**src/rtl/csr_stream_encoder_if.sv**
```systemverilog
`default_nettype none
// +--------------------------------------------------------------------+
// | csr_stream_encoder_if : pixel input, value and pointer streams     |
// | Revision: 1.0                                                       |
// +--------------------------------------------------------------------+
interface csr_stream_encoder_if #(
   parameter int WORD_LENGTH        = 8,
   parameter int DOUBLE_WORD_LENGTH = 16,
   parameter int COL_LENGTH         = 8
);
   logic                          in_valid;
   logic                          in_ready;
   logic [WORD_LENGTH-1:0]        data_in;
   logic [WORD_LENGTH-1:0]        threshold;
   logic                          val_valid;
   logic                          val_ready;
   logic [WORD_LENGTH-1:0]        val_data;
   logic [COL_LENGTH-1:0]         val_col;
   logic                          ptr_valid;
   logic                          ptr_ready;
   logic [DOUBLE_WORD_LENGTH-1:0] ptr_data;
   logic                          frame_done;
   logic [DOUBLE_WORD_LENGTH-1:0] nnz_count;

   // master: pixel producer and stream consumers; slave: the encoder
   modport master (
      output in_valid, data_in, threshold, val_ready, ptr_ready,
      input  in_ready, val_valid, val_data, val_col, ptr_valid, ptr_data,
             frame_done, nnz_count
   );

   modport slave (
      input  in_valid, data_in, threshold, val_ready, ptr_ready,
      output in_ready, val_valid, val_data, val_col, ptr_valid, ptr_data,
             frame_done, nnz_count
   );
endinterface
`default_nettype wire

```
**src/rtl/csr_stream_encoder.sv**
```systemverilog
`default_nettype none
// +--------------------------------------------------------------------+
// | csr_stream_encoder : raster pixels -> CSR value and row-ptr streams |
// | Revision: 1.0                                                       |
// +--------------------------------------------------------------------+
module csr_stream_encoder_fifo #(
   parameter int WIDTH = 8,
   parameter int DEPTH = 4
) (
   input  wire logic             clk,
   input  wire logic             rst,
   input  wire logic             i_push,
   input  wire logic [WIDTH-1:0] i_push_data,
   input  wire logic             i_pop,
   output logic      [WIDTH-1:0] o_head,
   output logic                  o_valid,
   output logic                  o_full
);
   localparam int c_aw = (DEPTH > 1) ? $clog2(DEPTH) : 1;

   logic [WIDTH-1:0] r_mem [DEPTH];
   logic [c_aw-1:0]  r_wr;
   logic [c_aw-1:0]  r_rd;
   logic [c_aw:0]    r_count;
   logic             w_push;
   logic             w_pop;

   assign w_push  = i_push & ~o_full;
   assign w_pop   = i_pop & o_valid;
   assign o_head  = r_mem[r_rd];
   assign o_valid = (r_count != '0);
   assign o_full  = (r_count == (c_aw+1)'(DEPTH));

   always_ff @(posedge clk or negedge rst) begin
      if (!rst) begin
         r_wr    <= '0;
         r_rd    <= '0;
         r_count <= '0;
         for (int i = 0; i < DEPTH; i++) begin
            r_mem[i] <= '0;
         end
      end else begin
         if (w_push) begin
            r_mem[r_wr] <= i_push_data;
            r_wr        <= r_wr + 1'b1;
         end
         if (w_pop) begin
            r_rd <= r_rd + 1'b1;
         end
         case ({w_push, w_pop})
            2'b10:   r_count <= r_count + 1'b1;
            2'b01:   r_count <= r_count - 1'b1;
            default: r_count <= r_count;
         endcase
      end
   end
endmodule

module csr_stream_encoder #(
   parameter int WORD_LENGTH        = 8,
   parameter int DOUBLE_WORD_LENGTH = 16,
   parameter int COL_LENGTH         = 8,
   parameter int IMAGE_WIDTH        = 28,
   parameter int IMAGE_HEIGHT       = 28,
   parameter int FIFO_DEPTH         = 4
) (
   input wire logic            clk,
   input wire logic            rst,
   csr_stream_encoder_if.slave bus
);
   localparam int c_row_w = (IMAGE_HEIGHT > 1) ? $clog2(IMAGE_HEIGHT) : 1;

   localparam logic [1:0] c_st_start = 2'd0;
   localparam logic [1:0] c_st_run   = 2'd1;
   localparam logic [1:0] c_st_done  = 2'd2;

   logic [1:0]                    r_state;
   logic [COL_LENGTH-1:0]         r_col;
   logic [c_row_w-1:0]            r_row;
   logic [DOUBLE_WORD_LENGTH-1:0] r_cnt;
   logic                          r_frame_done;
   logic [DOUBLE_WORD_LENGTH-1:0] r_nnz_count;

   logic                          w_val_full;
   logic                          w_ptr_full;
   logic                          w_in_ready;
   logic                          w_accept;
   logic                          w_nonzero;
   logic                          w_row_end;
   logic                          w_last;
   logic [DOUBLE_WORD_LENGTH-1:0] w_cnt_next;
   logic                          w_val_push;
   logic                          w_ptr_push;
   logic [DOUBLE_WORD_LENGTH-1:0] w_ptr_din;
   logic [WORD_LENGTH+COL_LENGTH-1:0] w_val_head;

   // Full flags are registered, so in_ready never depends on a same-cycle pop
   assign w_in_ready = (r_state == c_st_run) & ~w_val_full & ~w_ptr_full;
   assign w_accept   = bus.in_valid & w_in_ready;
   assign w_nonzero  = (bus.data_in > bus.threshold);
   assign w_cnt_next = r_cnt + DOUBLE_WORD_LENGTH'(w_nonzero);
   assign w_row_end  = (r_col == COL_LENGTH'(IMAGE_WIDTH - 1));
   assign w_last     = w_row_end & (r_row == c_row_w'(IMAGE_HEIGHT - 1));
   assign w_val_push = w_accept & w_nonzero;
   assign w_ptr_push = ((r_state == c_st_start) & ~w_ptr_full) | (w_accept & w_row_end);
   assign w_ptr_din  = (r_state == c_st_start) ? '0 : w_cnt_next;

   always_ff @(posedge clk or negedge rst) begin
      if (!rst) begin
         r_state      <= c_st_start;
         r_col        <= '0;
         r_row        <= '0;
         r_cnt        <= '0;
         r_frame_done <= 1'b0;
         r_nnz_count  <= '0;
      end else begin
         r_frame_done <= 1'b0;
         case (r_state)
            c_st_start: begin
               if (!w_ptr_full) begin
                  r_state <= c_st_run;
               end
            end
            c_st_run: begin
               if (w_accept) begin
                  r_cnt <= w_cnt_next;
                  if (w_row_end) begin
                     r_col <= '0;
                     r_row <= r_row + 1'b1;
                  end else begin
                     r_col <= r_col + 1'b1;
                  end
                  // frame_done and nnz_count land together on the DONE entry edge
                  if (w_last) begin
                     r_state      <= c_st_done;
                     r_frame_done <= 1'b1;
                     r_nnz_count  <= w_cnt_next;
                  end
               end
            end
            c_st_done: begin
               r_cnt   <= '0;
               r_row   <= '0;
               r_col   <= '0;
               r_state <= c_st_start;
            end
            default: r_state <= c_st_start;
         endcase
      end
   end

   csr_stream_encoder_fifo #(
      .WIDTH (WORD_LENGTH + COL_LENGTH),
      .DEPTH (FIFO_DEPTH)
   ) u_val_fifo (
      .clk         (clk),
      .rst         (rst),
      .i_push      (w_val_push),
      .i_push_data ({bus.data_in, r_col}),
      .i_pop       (bus.val_ready),
      .o_head      (w_val_head),
      .o_valid     (bus.val_valid),
      .o_full      (w_val_full)
   );

   csr_stream_encoder_fifo #(
      .WIDTH (DOUBLE_WORD_LENGTH),
      .DEPTH (FIFO_DEPTH)
   ) u_ptr_fifo (
      .clk         (clk),
      .rst         (rst),
      .i_push      (w_ptr_push),
      .i_push_data (w_ptr_din),
      .i_pop       (bus.ptr_ready),
      .o_head      (bus.ptr_data),
      .o_valid     (bus.ptr_valid),
      .o_full      (w_ptr_full)
   );

   assign bus.in_ready   = w_in_ready;
   assign bus.val_data   = w_val_head[WORD_LENGTH+COL_LENGTH-1:COL_LENGTH];
   assign bus.val_col    = w_val_head[COL_LENGTH-1:0];
   assign bus.frame_done = r_frame_done;
   assign bus.nnz_count  = r_nnz_count;
endmodule
`default_nettype wire
```
**src/flat_wrapper.sv**
```systemverilog
// flat-port wrapper written by rule: the top's interface ports become plain ports
module csr_stream_encoder_flat 
#(
   parameter int WORD_LENGTH        = 8,
   parameter int DOUBLE_WORD_LENGTH = 16,
   parameter int COL_LENGTH         = 8,
   parameter int IMAGE_WIDTH        = 28,
   parameter int IMAGE_HEIGHT       = 28,
   parameter int FIFO_DEPTH         = 4
)
  (clk, rst, bus_in_valid, bus_data_in, bus_threshold, bus_val_ready, bus_ptr_ready, bus_in_ready, bus_val_valid, bus_val_data, bus_val_col, bus_ptr_valid, bus_ptr_data, bus_frame_done, bus_nnz_count);
  csr_stream_encoder_if #(.WORD_LENGTH(WORD_LENGTH), .DOUBLE_WORD_LENGTH(DOUBLE_WORD_LENGTH), .COL_LENGTH(COL_LENGTH)) bus_i ();
  input wire logic clk;
  input wire logic rst;
  input wire logic [$bits(bus_i.in_valid)-1:0] bus_in_valid;
  input wire logic [$bits(bus_i.data_in)-1:0] bus_data_in;
  input wire logic [$bits(bus_i.threshold)-1:0] bus_threshold;
  input wire logic [$bits(bus_i.val_ready)-1:0] bus_val_ready;
  input wire logic [$bits(bus_i.ptr_ready)-1:0] bus_ptr_ready;
  output wire logic [$bits(bus_i.in_ready)-1:0] bus_in_ready;
  output wire logic [$bits(bus_i.val_valid)-1:0] bus_val_valid;
  output wire logic [$bits(bus_i.val_data)-1:0] bus_val_data;
  output wire logic [$bits(bus_i.val_col)-1:0] bus_val_col;
  output wire logic [$bits(bus_i.ptr_valid)-1:0] bus_ptr_valid;
  output wire logic [$bits(bus_i.ptr_data)-1:0] bus_ptr_data;
  output wire logic [$bits(bus_i.frame_done)-1:0] bus_frame_done;
  output wire logic [$bits(bus_i.nnz_count)-1:0] bus_nnz_count;
  assign bus_i.in_valid = bus_in_valid;
  assign bus_i.data_in = bus_data_in;
  assign bus_i.threshold = bus_threshold;
  assign bus_i.val_ready = bus_val_ready;
  assign bus_i.ptr_ready = bus_ptr_ready;
  assign bus_in_ready = bus_i.in_ready;
  assign bus_val_valid = bus_i.val_valid;
  assign bus_val_data = bus_i.val_data;
  assign bus_val_col = bus_i.val_col;
  assign bus_ptr_valid = bus_i.ptr_valid;
  assign bus_ptr_data = bus_i.ptr_data;
  assign bus_frame_done = bus_i.frame_done;
  assign bus_nnz_count = bus_i.nnz_count;
  csr_stream_encoder #(.WORD_LENGTH(WORD_LENGTH), .DOUBLE_WORD_LENGTH(DOUBLE_WORD_LENGTH), .COL_LENGTH(COL_LENGTH), .IMAGE_WIDTH(IMAGE_WIDTH), .IMAGE_HEIGHT(IMAGE_HEIGHT), .FIFO_DEPTH(FIFO_DEPTH)) u_core (.clk(clk), .rst(rst), .bus(bus_i));
endmodule
```
**config.mk**
```make
export PLATFORM = sky130hd
export DESIGN_NAME = csr_stream_encoder_flat
export DESIGN_NICKNAME = d
export VERILOG_FILES = /design/src/rtl/csr_stream_encoder_if.sv /design/src/rtl/csr_stream_encoder.sv /design/src/flat_wrapper.sv
export SDC_FILE = /design/constraint.sdc
export NUM_CORES = 1
export LEC_CHECK = 0
export ABC_AREA = 1
export BUFFER_PORTS_ARGS = -buffer_cell sky130_fd_sc_hd__buf_2
export CAP_MARGIN = 20
export CORE_MARGIN = 2
export CORE_UTILIZATION = 60
export DETAILED_ROUTE_END_ITERATION = 10
export PLACE_DENSITY = 0.8
export SLEW_MARGIN = 25
export SYNTH_ARGS = -nofsm -noshare
export SYNTH_HDL_FRONTEND = slang
export SYNTH_SLANG_ARGS = --single-unit
```
**constraint.sdc**
```tcl
create_clock -name clk -period 3.2 [get_ports clk]
set_clock_uncertainty 0.15 [all_clocks]
set_input_delay 0.32 -clock clk [delete_from_list [all_inputs] [get_ports clk]]
set_output_delay 0.32 -clock clk [all_outputs]
set_load 0.03 [all_outputs]
```
==> results_dict.tcl, run 1 <==
set metrics [dict create \
    status "complete, no violations" \
    drive_above_1_share 0.1420 \
    clk_transition_reported_paths_ps 70 \
    synth_top_family_by_area "simple AND/OR/NAND/NOR gates" \
    synth_adder_area_share 0.03363 \
    grt_use_total 0.2993 \
    layout.cells.non_filler 1394 \
    cts_made_buffers 17 \
    hold_violations 0 \
    clock_latency_ps 440 \
    clockBufferDepth 2 \
    die_w_um 129 \
    cts_root_buf "clkbuf_16" \
    r2r_cells 10 \
    io_buffers 72 \
    yosys_warnings 0 \
    cap_viol_max_count 0 \
    detail-route-antenna-nets 0 \
    num_vias 8049 \
    cp_max_fo 27 \
    grt_overflow 0 \
    die_h_um 129 \
    seq_area_frac_synth 0.5071 \
    grt_setup_unrepaired "false" \
    dr.pass1.iters 6 \
    min_period_over_period 0.8365 \
    endpoint "bus_val_col[5]" \
    synth_compound_area_frac 0.1172 \
    worstPathArrival_ps 2210 \
    async_reset_ff_frac 1.000 \
    dieArea_um2 16640 \
    p_leak_nw 5.449 \
    period_needed_ps 2677 \
    fp.coreArea_um2 15260 \
    rows 45 \
    n_antenna_cell 0 \
    synth_mux_area_frac 0 \
    htree_levels 4 \
    cts_tree "built" \
    max_freq_mhz 373.6 \
    netlist_instances 1116 \
    critPathCaptureType "primary output" \
    reg2reg_slack_ps 600 \
    grt_pass1_wl_um 39210 \
    slew_headroom 0.4129 \
    ioPinCount 73 \
    worst_slew_pin_slew_ps 879.7 \
    synth-main-ff-cell "dfrtp_1" \
    synth-edff-count 0 \
    critical_path_class "flip-flop to primary output" \
    cp.required_ps 2730 \
    start_kind "flip-flop" \
    p_per_area_nw_per_um2 876.2 \
    dp_cells 1361 \
    grt_max_degree 80 \
    min_path_type "input port to flip-flop" \
    dp_slack_ps 147.5 \
    slew_violations 0 \
    cp-startpoint "u_core.u_val_fifo.r_rd[0]" \
    fin_nets 1215 \
    synthesis.area_um2 9375 \
    synth-xor-area-share 0.01868 \
    place_hpwl_um 14880 \
    rr_endpoint "u_core.u_ptr_fifo.r_count[1]" \
    antenna_found_initial 0 \
    drc 0 \
    p_total_mw 9.260 \
    synth_simple_gate_area_share 0.2577 \
    drtIter0Drc 939 \
    clock_sinks 190 \
    cts_setup_buffers 0 \
    setup_slack_ps 523.3 \
    peakVddDrop_uv 551.3 \
    fill_cells 1178 \
    syn-num-nets 1161 \
    synth_cell_types 38 \
    ys_ff_latch 190 \
    syn_area_per_cell_um2 8.401 \
    wl_per_cell_um 16.82 \
    place_congestion 0.8466 \
    area_growth_pct 12.73 \
    grt_pass1_vias 7880 \
    final.setup.tns_ps 0 \
    wl_um 23440 \
    via_per_inst 5.774 \
    initial_core_util 0.6144 \
    r2r-start "u_core.r_state[1]" \
    finalSetupViolCount 0 \
]
where the power goes:
group | internal, mW | switching [mW]
registers | 2.83 | 0.318
clock network | 1.49 | 0.939
logic | 1.08 | 2.59
total | 5.41 | 3.85
layout by cell type, fill, tap and decap left out, types with 2 or more instances in the layout:
cell,n
clkbuf_16,17
o21ai_1,31
dfrtp_1,190
inv_1,62
buf_2,71
nand4_1,73
xor2_1,18
nand2_1,331
clkinv_2,3
o21ai_0,109
a21oi_1,7
nor2_4,3
ha_1,22
nor3_1,2
nand3_1,25
nor2_1,91
o22ai_1,42
nand3_2,2
inv_2,7
or2_2,3
nand2_4,5
clkinv_4,4
xnor2_1,2
o21ai_2,9
fa_1,2
clkbuf_8,2
buf_4,25
nor2_2,2
nand2_2,3
bufinv_16,6
cells by family after synthesis:
kind of cell / Yosys count
flops: 190
buf+inv: 135
compound gates: 201
fa+ha+maj: 24
xor+xnor: 20
simple gates: 546
synth_stat cells (3+ instances only):
library cell,n,share of area
a21oi_1,8,0.0043
buf_1,3,0.0012
buf_2,20,0.011
buf_6,10,0.012
clkbuf_1,29,0.012
dfrtp_1,190,0.51
ha_1,22,0.029
inv_1,62,0.025
inv_2,7,0.0028
nand2_1,331,0.13
nand2_2,3,0.0020
nand2_4,5,0.0060
nand3_1,25,0.013
nand4_1,73,0.049
nor2_1,91,0.036
nor2_4,3,0.0036
o21ai_0,109,0.058
o21ai_1,31,0.017
o21ai_2,9,0.0084
o22ai_1,42,0.028
or2_2,3,0.0020
xor2_1,18,0.017
metrics by stage:
step / util / area, µm² / hold slack, ps
3_3_place_gp: 0.6475 / 9879 / 226.9
4_1_cts: 0.6927 / 10570 / 20.48
3_5_place_dp: 0.6475 / 9879 / 229.2
6_report: 0.6927 / 10570 / 27.87
5_1_grt: 0.6927 / 10570 / 34.72
2_1_floorplan: - / 9375 / -125.6
routing by layer:
layer,GRT usage,share of wire,up-vias
li1,-,-,3817
met5,0,0,-
met3,0.06320,0.066,38
met1,0.4222,0.44,3891
met2,0.4718,0.47,303
met4,0.09079,0.017,0
repair_timing:
item / in CTS / in global routing
resized for setup: 0 / 0
hold buffers: 1 / 0
endpoints found under the hold margin: 75 / 0
final cells by class:
type,instances,area [µm²],area share
well taps,211,264.0,0.02498
multi-input cells,791,4016,0.3800
clock buffers,19,442.9,0.04191
inverters,71,267.8,0.02533
repair buffers,99,586.8,0.05552
flip-flops and latches,190,4755,0.4499
clock inverters,13,236.5,0.02237
flip-flops by register name (all words and copies together), names as in the netlist:
register                   cells
u_core.bus.frame_done          1
u_core.bus.nnz_count          16
u_core.r_cnt                  16
u_core.r_col                   8
u_core.r_row                   5
u_core.r_state                 2
u_core.u_ptr_fifo.r_count      3
u_core.u_ptr_fifo.r_mem       64
u_core.u_ptr_fifo.r_rd         2
u_core.u_ptr_fifo.r_wr         2
u_core.u_val_fifo.r_count      3
u_core.u_val_fifo.r_mem       64
u_core.u_val_fifo.r_rd         2
u_core.u_val_fifo.r_wr         2
critical path: stages, from the launching register on:
cell	delay, ps
dfrtp_1	380
inv_1	640
buf_4	270
o21ai_0	80
o22ai_1	160
buf_2	230
worst min path at each step:
stage                         startpoint                          end  slack, ps  depth (start not counted)
after global routing      bus_data_in[3]  u_core.u_val_fifo.r_mem[59]         30                          3
after CTS                 bus_data_in[7]  u_core.u_val_fifo.r_mem[31]         20                          3
after floorplan                      rst        u_core.bus.frame_done       -130                          0
after global placement               rst  u_core.u_val_fifo.r_mem[59]        230                          1
final                     bus_data_in[7]  u_core.u_val_fifo.r_mem[31]         30                          3
after detailed placement             rst  u_core.u_val_fifo.r_mem[59]        230                          1
No activity file was read; power rests on OpenSTA's default activity.
==> inputs of run 2 (changes only) <==
--- a/config.mk
+++ b/config.mk
@@ -9,9 +9,9 @@
 export BUFFER_PORTS_ARGS = -buffer_cell sky130_fd_sc_hd__buf_2
 export CAP_MARGIN = 20
 export CORE_MARGIN = 2
-export CORE_UTILIZATION = 60
+export CORE_UTILIZATION = 54
 export DETAILED_ROUTE_END_ITERATION = 10
-export PLACE_DENSITY = 0.8
+export PLACE_DENSITY = 0.76
 export SLEW_MARGIN = 25
 export SYNTH_ARGS = -nofsm -noshare
 export SYNTH_HDL_FRONTEND = slang
==> constraint.sdc (replaced) <==
create_clock -name clk -period 2.4 [get_ports clk]
set_clock_uncertainty 0.15 [all_clocks]
set_input_delay 0.24 -clock clk [delete_from_list [all_inputs] [get_ports clk]]
set_output_delay 0.24 -clock clk [all_outputs]
set_load 0.03 [all_outputs]
==> results_dict.tcl, run 2 (synthesis results as in run 1) <==
set metrics [dict create \
    die_h_um 135.8 \
    cts_root_buf "clkbuf_16" \
    dieArea_um2 18430 \
    grt_overflow 0 \
    drtIter0Drc 770 \
    reg2reg_slack_ps 150 \
    cp-startpoint "bus_data_in[4]" \
    start_kind "input port" \
    area_growth_pct 18.19 \
    worstPathArrival_ps 2510 \
    antenna_found_initial 0 \
    regArea_um2 4756 \
    p_total_mw 12.40 \
    clockBufferDepth 2 \
    place_hpwl_um 15590 \
    final_common_cell "nand2_1" \
    r2r-start "u_core.u_val_fifo.r_count[0]" \
    worstPathCellList "buf_2 > ha_4 > nand2_1 > nor2_1 > nand2_1 > a21oi_4 > ha_4 > nand2_1 > nor2_2 > nand2_2 > nor2_2 > xor2_2 > nand2_2 > o21ai_0" \
    rows 48 \
    n_antenna_cell 0 \
    die_w_um 135.8 \
    hold_end "u_core.u_ptr_fifo.r_rd[0]" \
    whs_ps 32.65 \
    mostFrequentLayoutCells "nand2_1 (327), dfrtp_1 (189), o21ai_0 (97)" \
    num_vias 8277 \
    grt_pass1_vias 7865 \
    grt_setup_unrepaired "true" \
    rr_endpoint "u_core.u_ptr_fifo.r_count[2]" \
    hp-start "bus_ptr_ready" \
    min_path_type "input port to flip-flop" \
    slew_headroom 0.4133 \
    status "complete, no violations" \
    drc 0 \
    cp_num_buf_inv 1 \
    dp_cells 1416 \
    cts_tree "built" \
    drive_above_1_share 0.2057 \
    cap_viol_max_count 0 \
    slew_violations 0 \
    wl_per_cell_um 16.65 \
    clock_sinks 190 \
    holdPathStages 3 \
    grt_pass1_wl_um 39520 \
    fp.coreArea_um2 17120 \
    p_leak_nw 5.608 \
    final_design_area_no_fill_um2 11080 \
    slowest_stage "a21oi_4" \
    place_congestion 0.8738 \
    cp.required_ps 2610 \
    critPathCaptureType "flip-flop" \
    r2r_cells 13 \
    crit_path_max_incr_delay_ps 270 \
    clk_transition_reported_paths_ps 70 \
    ioPinCount 73 \
    grt_use_total 0.2727 \
    clock_latency_ps 440 \
    detail-route-antenna-nets 0 \
    layout.cells.non_filler 1450 \
    critical_path_class "input port to flip-flop" \
    crit_top_cell "nand2_1" \
    finalSetupViolCount 0 \
    reg.largest.list "u_core.u_ptr_fifo.r_mem: 64 flops, u_core.u_val_fifo.r_mem: 64 flops" \
    initial_core_util 0.5477 \
    grt_max_degree 79 \
    cts_made_buffers 17 \
    dpl-instance-area_um2 10360 \
    min_period_over_period 0.9591 \
    crit_family "simple AND/OR/NAND/NOR gates" \
    hold_violations 0 \
    max_freq_mhz 434.4 \
    fill_cells 1393 \
    io_buffers 72 \
    dr.pass1.iters 5 \
    peakVddDrop_uv 695.2 \
    p_per_area_nw_per_um2 1119 \
    multi_input_area_um2 4232 \
    cp_max_fo 4 \
    period_needed_ps 2302 \
    wl_um 24140 \
    htree_levels 4 \
    worst_slew_pin_slew_ps 880.0 \
    via_per_inst 5.708 \
    fin_nets 1259 \
]
## run 2: changes by cell type in the layout (fill, tap and decap cells not counted), moves of 8 or more
cell	delta
buf_4	+42
inv_1	-13
o21ai_0	-12
inv_2	+11
ha_1	-9
o21ai_1	+9
ha_4	+8
## run 2: final cells by class
type	count	area share
Clock buffer	21	0.04155
Clock inverter	9	0.01208
Inverter	71	0.02484
Sequential cell	190	0.4292
Multi-Input combinational cell	791	0.3819
Tap cell	225	0.02541
Timing Repair Buffer	143	0.08503
## run 2: worst register-to-register path, cell delays in order (launching register included)
cell     delay (ps)
dfrtp_1         400
inv_2            90
nand3_4         100
nand3_4         120
nor2_8           50
nand2_4         100
nand2_8          50
inv_1            50
ha_1            130
inv_1            70
fa_1            390
a21oi_1         150
o21ai_0         120
xor2_1          160
## run 2: routing by layer
layer,GRT usage,up-vias,wire [µm]
li1,-,3895,-
met3,0.05125,34,1634
met2,0.4169,285,11300
met5,0,-,0
met4,0.09606,0,372
met1,0.3920,4063,10830
## run 2: per-stage QoR
stage | setup WS (ps) | util | TNS [ps]
after detailed placement | -338.0 | 0.6054 | -18610
after floorplan | 4.994 | - | 0
after CTS | 8.236 | 0.6407 | 0
after global routing | -51.33 | 0.6474 | -330.8
after global placement | -258.8 | 0.6054 | -12420
final | 98.15 | 0.6474 | 0
## run 2: power breakdown
part	leakage [nW]	total (mW)	switching [mW]	internal, mW
Clock	0.290	2.90	1.21	1.69
Sequential	2.55	4.18	0.400	3.78
Combinational	2.77	5.32	3.63	1.69
Total	5.61	12.4	5.24	7.16
## run 2: worst max-delay path by stage
stage	to	slack [ps]	depth (start not counted)
2_1_floorplan	u_core.u_ptr_fifo.r_mem[26]	5	17
3_3_place_gp	u_core.u_ptr_fifo.r_mem[41]	-260	14
3_5_place_dp	u_core.u_ptr_fifo.r_mem[57]	-340	14
4_1_cts	u_core.u_ptr_fifo.r_count[2]	8	13
5_1_grt	u_core.u_ptr_fifo.r_mem[25]	-50	17
6_report	u_core.u_ptr_fifo.r_mem[25]	100	14
## run 2: timing repair
| action | in CTS | in global routing |
|---|---|---|
| hold buffers | 1 | 0 |
| gates resized for setup | 0 | 32 |
| endpoints found under the setup margin | 1 | 28 |
| setup buffers | 0 | 3 |
| hold endpoints to repair | 190 | 0 |
| pin swaps | 1 | 9 |
